<file path="config.mk">
export PLATFORM = sky130hd
export DESIGN_NAME = bsg_fsb_hop_out_rr
export DESIGN_NICKNAME = d
export VERILOG_FILES = /design/src/rtl/bsg_fsb_hop_out_rr_pkg.sv /design/src/rtl/bsg_fsb_hop_out_rr_arb.sv /design/src/rtl/bsg_mem_1r1w.sv /design/src/rtl/bsg_fsb_hop_out_rr.sv
export SDC_FILE = /design/constraint.sdc
export NUM_CORES = 1
export LEC_CHECK = 0
export CAP_MARGIN = 20
export CORE_ASPECT_RATIO = 2
export CORE_MARGIN = 2
export CORE_UTILIZATION = 46
export CTS_CLUSTER_DIAMETER = 100
export DETAILED_ROUTE_END_ITERATION = 10
export PLACE_DENSITY_LB_ADDON = 0.1
export SLEW_MARGIN = 20
export SYNTH_ARGS = -nofsm -noshare
export SYNTH_HDL_FRONTEND = slang
export SYNTH_HIERARCHICAL = 1
export SYNTH_SLANG_ARGS = --single-unit
</file>
<file path="constraint.sdc">
create_clock -name clk_i -period 3.75 [get_ports clk_i]
set_clock_uncertainty 0.05 [all_clocks]
set_input_delay 1.125 -clock clk_i [delete_from_list [all_inputs] [get_ports clk_i]]
set_output_delay 1.125 -clock clk_i [all_outputs]
set_load 0.05 [all_outputs]
</file>
<file path="src/rtl/bsg_fsb_hop_out_rr_pkg.sv">
// Shared helpers for the round-robin FSB output hop.
package bsg_fsb_hop_out_rr_pkg;

  // clog2 that never returns zero, so single-element vectors stay legal
  function automatic int unsigned safe_clog2(input int unsigned n);
    return (n <= 1) ? 1 : $clog2(n);
  endfunction

endpackage

</file>
<file path="src/rtl/bsg_fsb_hop_out_rr_arb.sv">
// Round-robin arbiter: grants the first requester after the last winner.
module bsg_fsb_hop_out_rr_arb
  import bsg_fsb_hop_out_rr_pkg::*;
#(
  parameter int unsigned chan_p       = 2,
  parameter int unsigned tag_width_lp = safe_clog2(chan_p)
) (
  input  logic                    clk_i,
  input  logic                    reset_i,
  input  logic [chan_p-1:0]       reqs_i,
  input  logic                    en_i,
  output logic [chan_p-1:0]       grant_o,
  output logic [tag_width_lp-1:0] tag_o
);

  logic [tag_width_lp-1:0] last_q;
  logic [tag_width_lp-1:0] last_d;
  logic                    found_c;

  // Scan last+1 .. last+chan_p with modulo wrap so any chan_p works
  always_comb begin
    grant_o = '0;
    tag_o   = '0;
    found_c = 1'b0;
    for (int unsigned i = 1; i <= chan_p; i++) begin
      automatic int unsigned idx = (32'(last_q) + i) % chan_p;
      if (en_i && !found_c && reqs_i[tag_width_lp'(idx)]) begin
        found_c                        = 1'b1;
        grant_o[tag_width_lp'(idx)]    = 1'b1;
        tag_o                          = tag_width_lp'(idx);
      end
    end
  end

  assign last_d = found_c ? tag_o : last_q;

  always_ff @(posedge clk_i) begin
    if (reset_i) begin
      last_q <= tag_width_lp'(chan_p - 1);
    end else begin
      last_q <= last_d;
    end
  end

endmodule

</file>
<file path="src/rtl/bsg_mem_1r1w.sv">
// One-write/one-read register-file memory with asynchronous read.
module bsg_mem_1r1w
  import bsg_fsb_hop_out_rr_pkg::*;
#(
  parameter int unsigned width_p                = 16,
  parameter int unsigned els_p                  = 2,
  parameter int unsigned read_write_same_addr_p = 0,
  parameter int unsigned addr_width_lp          = safe_clog2(els_p)
) (
  input  logic                     w_clk_i,
  input  logic                     w_reset_i,
  input  logic                     w_v_i,
  input  logic [addr_width_lp-1:0] w_addr_i,
  input  logic [width_p-1:0]       w_data_i,
  input  logic                     r_v_i,
  input  logic [addr_width_lp-1:0] r_addr_i,
  output logic [width_p-1:0]       r_data_o
);

  logic [width_p-1:0] mem_q [els_p];

  always_ff @(posedge w_clk_i) begin
    if (w_v_i && !w_reset_i) begin
      mem_q[w_addr_i] <= w_data_i;
    end
  end

  assign r_data_o = r_v_i ? mem_q[r_addr_i] : '0;

  // Reading a word while it is being overwritten is illegal unless allowed
  assert property (@(posedge w_clk_i) disable iff (w_reset_i)
    (read_write_same_addr_p != 0) || !(w_v_i && r_v_i && (w_addr_i == r_addr_i)));

endmodule

</file>
<file path="src/rtl/bsg_fsb_hop_out_rr.sv">
// N-channel front-side-bus output hop: round-robin grant into an output FIFO.
module bsg_fsb_hop_out_rr
  import bsg_fsb_hop_out_rr_pkg::*;
#(
  parameter int unsigned width_p = 16,
  parameter int unsigned chan_p  = 2,
  parameter int unsigned els_p   = 2
) (
  input  logic                        clk_i,
  input  logic                        reset_i,
  input  logic [chan_p-1:0]           v_i,
  input  logic [chan_p*width_p-1:0]   data_i,
  output logic [chan_p-1:0]           yumi_o,
  output logic                        v_o,
  output logic [width_p-1:0]          data_o,
  input  logic                        ready_i
);

  localparam int unsigned ptr_w_lp = safe_clog2(els_p);
  localparam int unsigned cnt_w_lp = safe_clog2(els_p + 1);
  localparam int unsigned tag_w_lp = safe_clog2(chan_p);

  logic [ptr_w_lp-1:0] head_q, head_d;
  logic [ptr_w_lp-1:0] tail_q, tail_d;
  logic [cnt_w_lp-1:0] count_q, count_d;
  logic                full_q, full_d;

  logic [chan_p-1:0]   grant;
  logic [tag_w_lp-1:0] tag;
  logic                enq;
  logic                deq;
  logic [width_p-1:0]  wdata;

  bsg_fsb_hop_out_rr_arb #(
    .chan_p(chan_p)
  ) arb (
    .clk_i   (clk_i),
    .reset_i (reset_i),
    .reqs_i  (v_i),
    .en_i    (!full_q && !reset_i),
    .grant_o (grant),
    .tag_o   (tag)
  );

  assign yumi_o = grant;
  assign enq    = |grant;
  assign v_o    = (count_q != '0) && !reset_i;
  assign deq    = v_o && ready_i;
  assign wdata  = width_p'(data_i >> (32'(tag) * width_p));

  // Pointers wrap naturally since els_p is a power of two
  always_comb begin
    head_d  = deq ? head_q + ptr_w_lp'(1) : head_q;
    tail_d  = enq ? tail_q + ptr_w_lp'(1) : tail_q;
    count_d = count_q + cnt_w_lp'(enq) - cnt_w_lp'(deq);
    full_d  = (count_d == cnt_w_lp'(els_p));
  end

  always_ff @(posedge clk_i) begin
    if (reset_i) begin
      head_q  <= '0;
      tail_q  <= '0;
      count_q <= '0;
      full_q  <= 1'b0;
    end else begin
      head_q  <= head_d;
      tail_q  <= tail_d;
      count_q <= count_d;
      full_q  <= full_d;
    end
  end

  bsg_mem_1r1w #(
    .width_p                (width_p),
    .els_p                  (els_p),
    .read_write_same_addr_p (0)
  ) mem (
    .w_clk_i   (clk_i),
    .w_reset_i (reset_i),
    .w_v_i     (enq),
    .w_addr_i  (tail_q),
    .w_data_i  (wdata),
    .r_v_i     (v_o),
    .r_addr_i  (head_q),
    .r_data_o  (data_o)
  );

  assert property (@(posedge clk_i) disable iff (reset_i) $onehot0(yumi_o));
  assert property (@(posedge clk_i) disable iff (reset_i) (yumi_o & ~v_i) == '0);
  assert property (@(posedge clk_i) disable iff (reset_i) count_q <= cnt_w_lp'(els_p));

endmodule

</file>
==> results of run 1 <==
## cells by family after synthesis
kind of cell / count (synthesis) / synth area share
compound gates: 7 / 0.0252
xor+xnor: 1 / 0.0126
fa+ha+maj: 2 / 0.0140
buf+inv: 9 / 0.0413
flops: 38 / 0.605
mux: 33 / 0.197
simple gates: 32 / 0.106
## tightest hold or removal path, cell delays in order, from the launching register on
cell	delay (ns)
sky130_fd_sc_hd__dfxtp_1	0.36
sky130_fd_sc_hd__inv_2	0.08
sky130_fd_sc_hd__o31a_1	0.12
## cells in the final DEF, fill, tap and decap left out, drive strengths merged, types with 5 or more instances in the layout
master / n
clkbuf: 7
edfxtp: 32
dfxtp: 6
nor2: 5
clkdlybuf4s50: 36
mux2: 17
mux2i: 16
nor2b: 18
buf: 26
## synthesized netlist by cell type
cell	number
sky130_fd_sc_hd__ha_1	2
sky130_fd_sc_hd__xnor3_1	1
sky130_fd_sc_hd__mux2_2	17
sky130_fd_sc_hd__a211o_1	1
sky130_fd_sc_hd__o21a_1	1
sky130_fd_sc_hd__buf_2	1
sky130_fd_sc_hd__edfxtp_1	32
sky130_fd_sc_hd__o21ai_0	1
sky130_fd_sc_hd__nor3_2	1
sky130_fd_sc_hd__and3b_1	1
sky130_fd_sc_hd__nor2_1	5
sky130_fd_sc_hd__inv_1	2
sky130_fd_sc_hd__nor3b_1	2
sky130_fd_sc_hd__inv_2	1
sky130_fd_sc_hd__nor2b_1	18
sky130_fd_sc_hd__buf_6	3
sky130_fd_sc_hd__dfxtp_1	6
sky130_fd_sc_hd__o31a_1	1
sky130_fd_sc_hd__a21oi_1	3
sky130_fd_sc_hd__or2_2	1
sky130_fd_sc_hd__nor3_1	2
sky130_fd_sc_hd__nand2_1	2
sky130_fd_sc_hd__mux2i_1	16
sky130_fd_sc_hd__clkbuf_1	1
sky130_fd_sc_hd__buf_12	1
## metrics by stage
stage                     cells  instance area (sq um)  power, mW   util  setup slack, ns
after floorplan             122                   1840      0.896      -          0.00949
after global placement      229                   2640       1.13  0.694            0.203
after detailed placement    229                   2640       1.15  0.694            0.120
after CTS                   236                   2720       1.40  0.714            0.113
after global routing        236                   2720       1.45  0.715           0.0546
final                       236                   2720       1.39  0.715            0.134
## what timing repair did
| item | CTS | global route |
|---|---|---|
| endpoints found under the setup margin | 0 | 1 |
| hold buffers | 0 | 0 |
| setup buffers | 0 | 0 |
| resized for setup | 0 | 1 |
## report_power, final
part / internal [mW] / switching (mW)
registers: 0.502 / 0.0425
clock network: 0.128 / 0.119
logic: 0.311 / 0.284
total: 0.941 / 0.445
## worst max path at each step
stage | end | slack, ns | depth (start not counted)
floorplan | data_o[10] | 0.009 | 4
global placement | yumi_o[1] | 0.20 | 5
detailed placement | yumi_o[1] | 0.12 | 5
CTS | yumi_o[1] | 0.11 | 5
global route | yumi_o[1] | 0.05 | 5
finish | yumi_o[1] | 0.13 | 5
## area by class of cell
class | count | area, sq um | area share
repair buffers | 62 | 793 | 0.292
inverters | 3 | 11.3 | 0.00414
well taps | 51 | 63.8 | 0.0235
multi-input cells | 75 | 694 | 0.255
flip-flops and latches | 38 | 1080 | 0.397
clock buffers | 7 | 76.3 | 0.0281
## sequential cells by signal, summed over array words and instances (netlist names)
register / count
head_q: 1
count_q: 2
full_q: 1
tail_q: 1
mem/mem_q: 32
arb/last_q: 1
## metal layers
layer | vias to the layer above | track usage | wire length [um]
li1 | 570 | - | -
met1 | 563 | 0.163 | 1130
met2 | 37 | 0.341 | 2210
met3 | 6 | 0.0433 | 160
met4 | 0 | 0.0698 | 62
met5 | - | 0 | 0
==> results by stage, run 1 <==
Worst setup path:
- The gate family responsible for the most delay along the worst path is buffers and inverters.
- The cell count of the worst reg-to-reg path is 10.
- The data required time of the critical path is 2.57 ns.
- The stage delay of the slowest cell on the critical path is 0.56 ns.
- The worst reg2reg path startpoint is full_q$_SDFF_PP0_.
- Along the worst path, the maximum fanout reaches 8.
- The worst setup path is captured at an output port.
- The category of the critical setup timing path is input pin to output port.
- The source of the critical timing path is reset_i.
- The startpoint class of the critical path is an input pin.
- Together, buffers and inverters on the worst path number 2.
- The critical path goes through clkdlybuf4s50_1 > nor2_2 > nand2_1 > a21oi_2 > buf_12.
- The worst register-to-register path ends at full_q$_SDFF_PP0_.
- STA puts the critical path data arrival time at 2.44 ns.
- The setup check on the worst reg-to-reg path leaves a slack of 1.73 ns.
- On the critical path, the stage with the largest delay is an instance of sky130_fd_sc_hd__clkdlybuf4s50_1.

Global route:
- For this run, the total global-route usage over all layers was measured as 0.181.
- After global routing the overflow that remains totals 0.
- The number of global-route vias before repair is 1256.
- The largest net degree at the start of global routing is 18.
- The number of antenna violations at the first check in global routing is 0.
- The first-pass GRT wire length is 5540 um.

Cells and area:
- In the final layout, the share of cells above drive strength 1 is 0.395.
- The layout overhead on the synthesized area is 52.1%.
- The final layout contains 224 nets.
- The number of inserted diodes is 0.
- The filler cell count is 272.

Floorplanning:
- The number of rows created at floorplan is 32.
- The area of the die is 4430 sq um.
- The overall die width is 48.1 um.
- From bottom edge to top edge, the die measures 92.2 um.
- The initial utilization of the core area, before any placement, comes to 0.470.
- The I/O pin count is 56.
- The standard cell core area is 3800 sq um.

Synth:
- The netlist area before placement is 1790 sq um.
- The share of the synthesized area in the top cell type is 0.537.
- By area the synthesized netlist is led by sky130_fd_sc_hd__edfxtp_1, sky130_fd_sc_hd__mux2_2, sky130_fd_sc_hd__mux2i_1.
- The top cell type by total area after synthesis is sky130_fd_sc_hd__edfxtp_1.
- Yosys printed 6 warnings.
- Of the synthesized area, sequential elements account for 0.605.
- Synthesis inferred 38 register bits.
- The net count after synthesis is 161.
- The netlist uses 25 different library cells.
- The number of standard cells after synthesis is 122.
- The average cell area after synthesis is 14.7 sq um.

Routing:
- Before antenna repair, the detailed router went through 4 iterations.
- The count of nets left with antenna violations once routing finished came out at 0.
- The total wire length is 3560 um.
- The detailed router finished its first iteration with 11 violations.
- Dividing the detail-routed wire length by the instance count gives 15.1 um.
- The number of vias per cell after detailed routing is 4.98.
- The final routed DRC violation total is 0.
- The total vias in the final route is 1176.

Clock network:
- The clock transition at the registers of the reported paths is 0.06 ns.
- The clock root buffer master is sky130_fd_sc_hd__clkbuf_8.
- In this run, CTS created clock tree buffers numbering 5.
- The maximum level of the CTS H-tree is 2.
- No sink is reached through more buffers than the 2 on the longest clock path.
- The source-to-sink clock delay at the later pin of the worst-skew pair is 0.27 ns.
- The CTS tree is done.
- The number of sinks on the clock net is 38.

Timing:
- The achievable clock frequency is 277 MHz.
- The headroom to the max-slew limit is 0.365.
- The actual transition at the worst max-transition pin is 0.951 ns.
- The count of final hold-check violations came to 0.
- The final critical path time including I/O delays and setup is 3.62 ns.
- The total negative slack is 0 ns.
- In the finished design, the share of the clock period the worst path needs comes to 0.964.
- Setup violations remaining at the end of the flow were counted as 0.
- The tightest hold path in the finished design has a slack of 0.538 ns.
- Setup repair after global routing left no endpoint under its margin.
- The max-slew violation count is 0.

Worst hold path:
- The cell depth of the worst hold path is 2.
- For hold timing, the worst endpoint is arb/last_q$_SDFFE_PP1P_.
- The worst hold path begins at arb/last_q$_SDFFE_PP1P_.
- The path category of the worst min-delay check is register to register.

Placement:
- At the end of routability-driven placement, the weighted congestion stood at 0.666.
- In this run the tool buffered the top-level ports with 55 buffer cells.
- The HPWL reported at the end of detailed placement is 2770 um.

Status:
- The flow ran to the end, and the final reports show no timing, DRC or antenna violations.

Power and ir drop:
- VDD sags by at most 366 uV.
- For this design the ratio of total power to cell area is 509 nW/um^2.
- The leakage component of the power is 0.955 nW.

Job:
- The max-capacitance violation count is 0.
Power figures use the tool's default switching activity.
==> run 2, diff against run 1 <==
--- a/config.mk
+++ b/config.mk
@@ -9,7 +9,6 @@
 export CORE_ASPECT_RATIO = 2
 export CORE_MARGIN = 2
 export CORE_UTILIZATION = 46
-export CTS_CLUSTER_DIAMETER = 100
 export DETAILED_ROUTE_END_ITERATION = 10
 export PLACE_DENSITY_LB_ADDON = 0.1
 export SLEW_MARGIN = 20
==> results of run 2 <==
No change in the layout: final DEF, timing and power equal those of run 1.
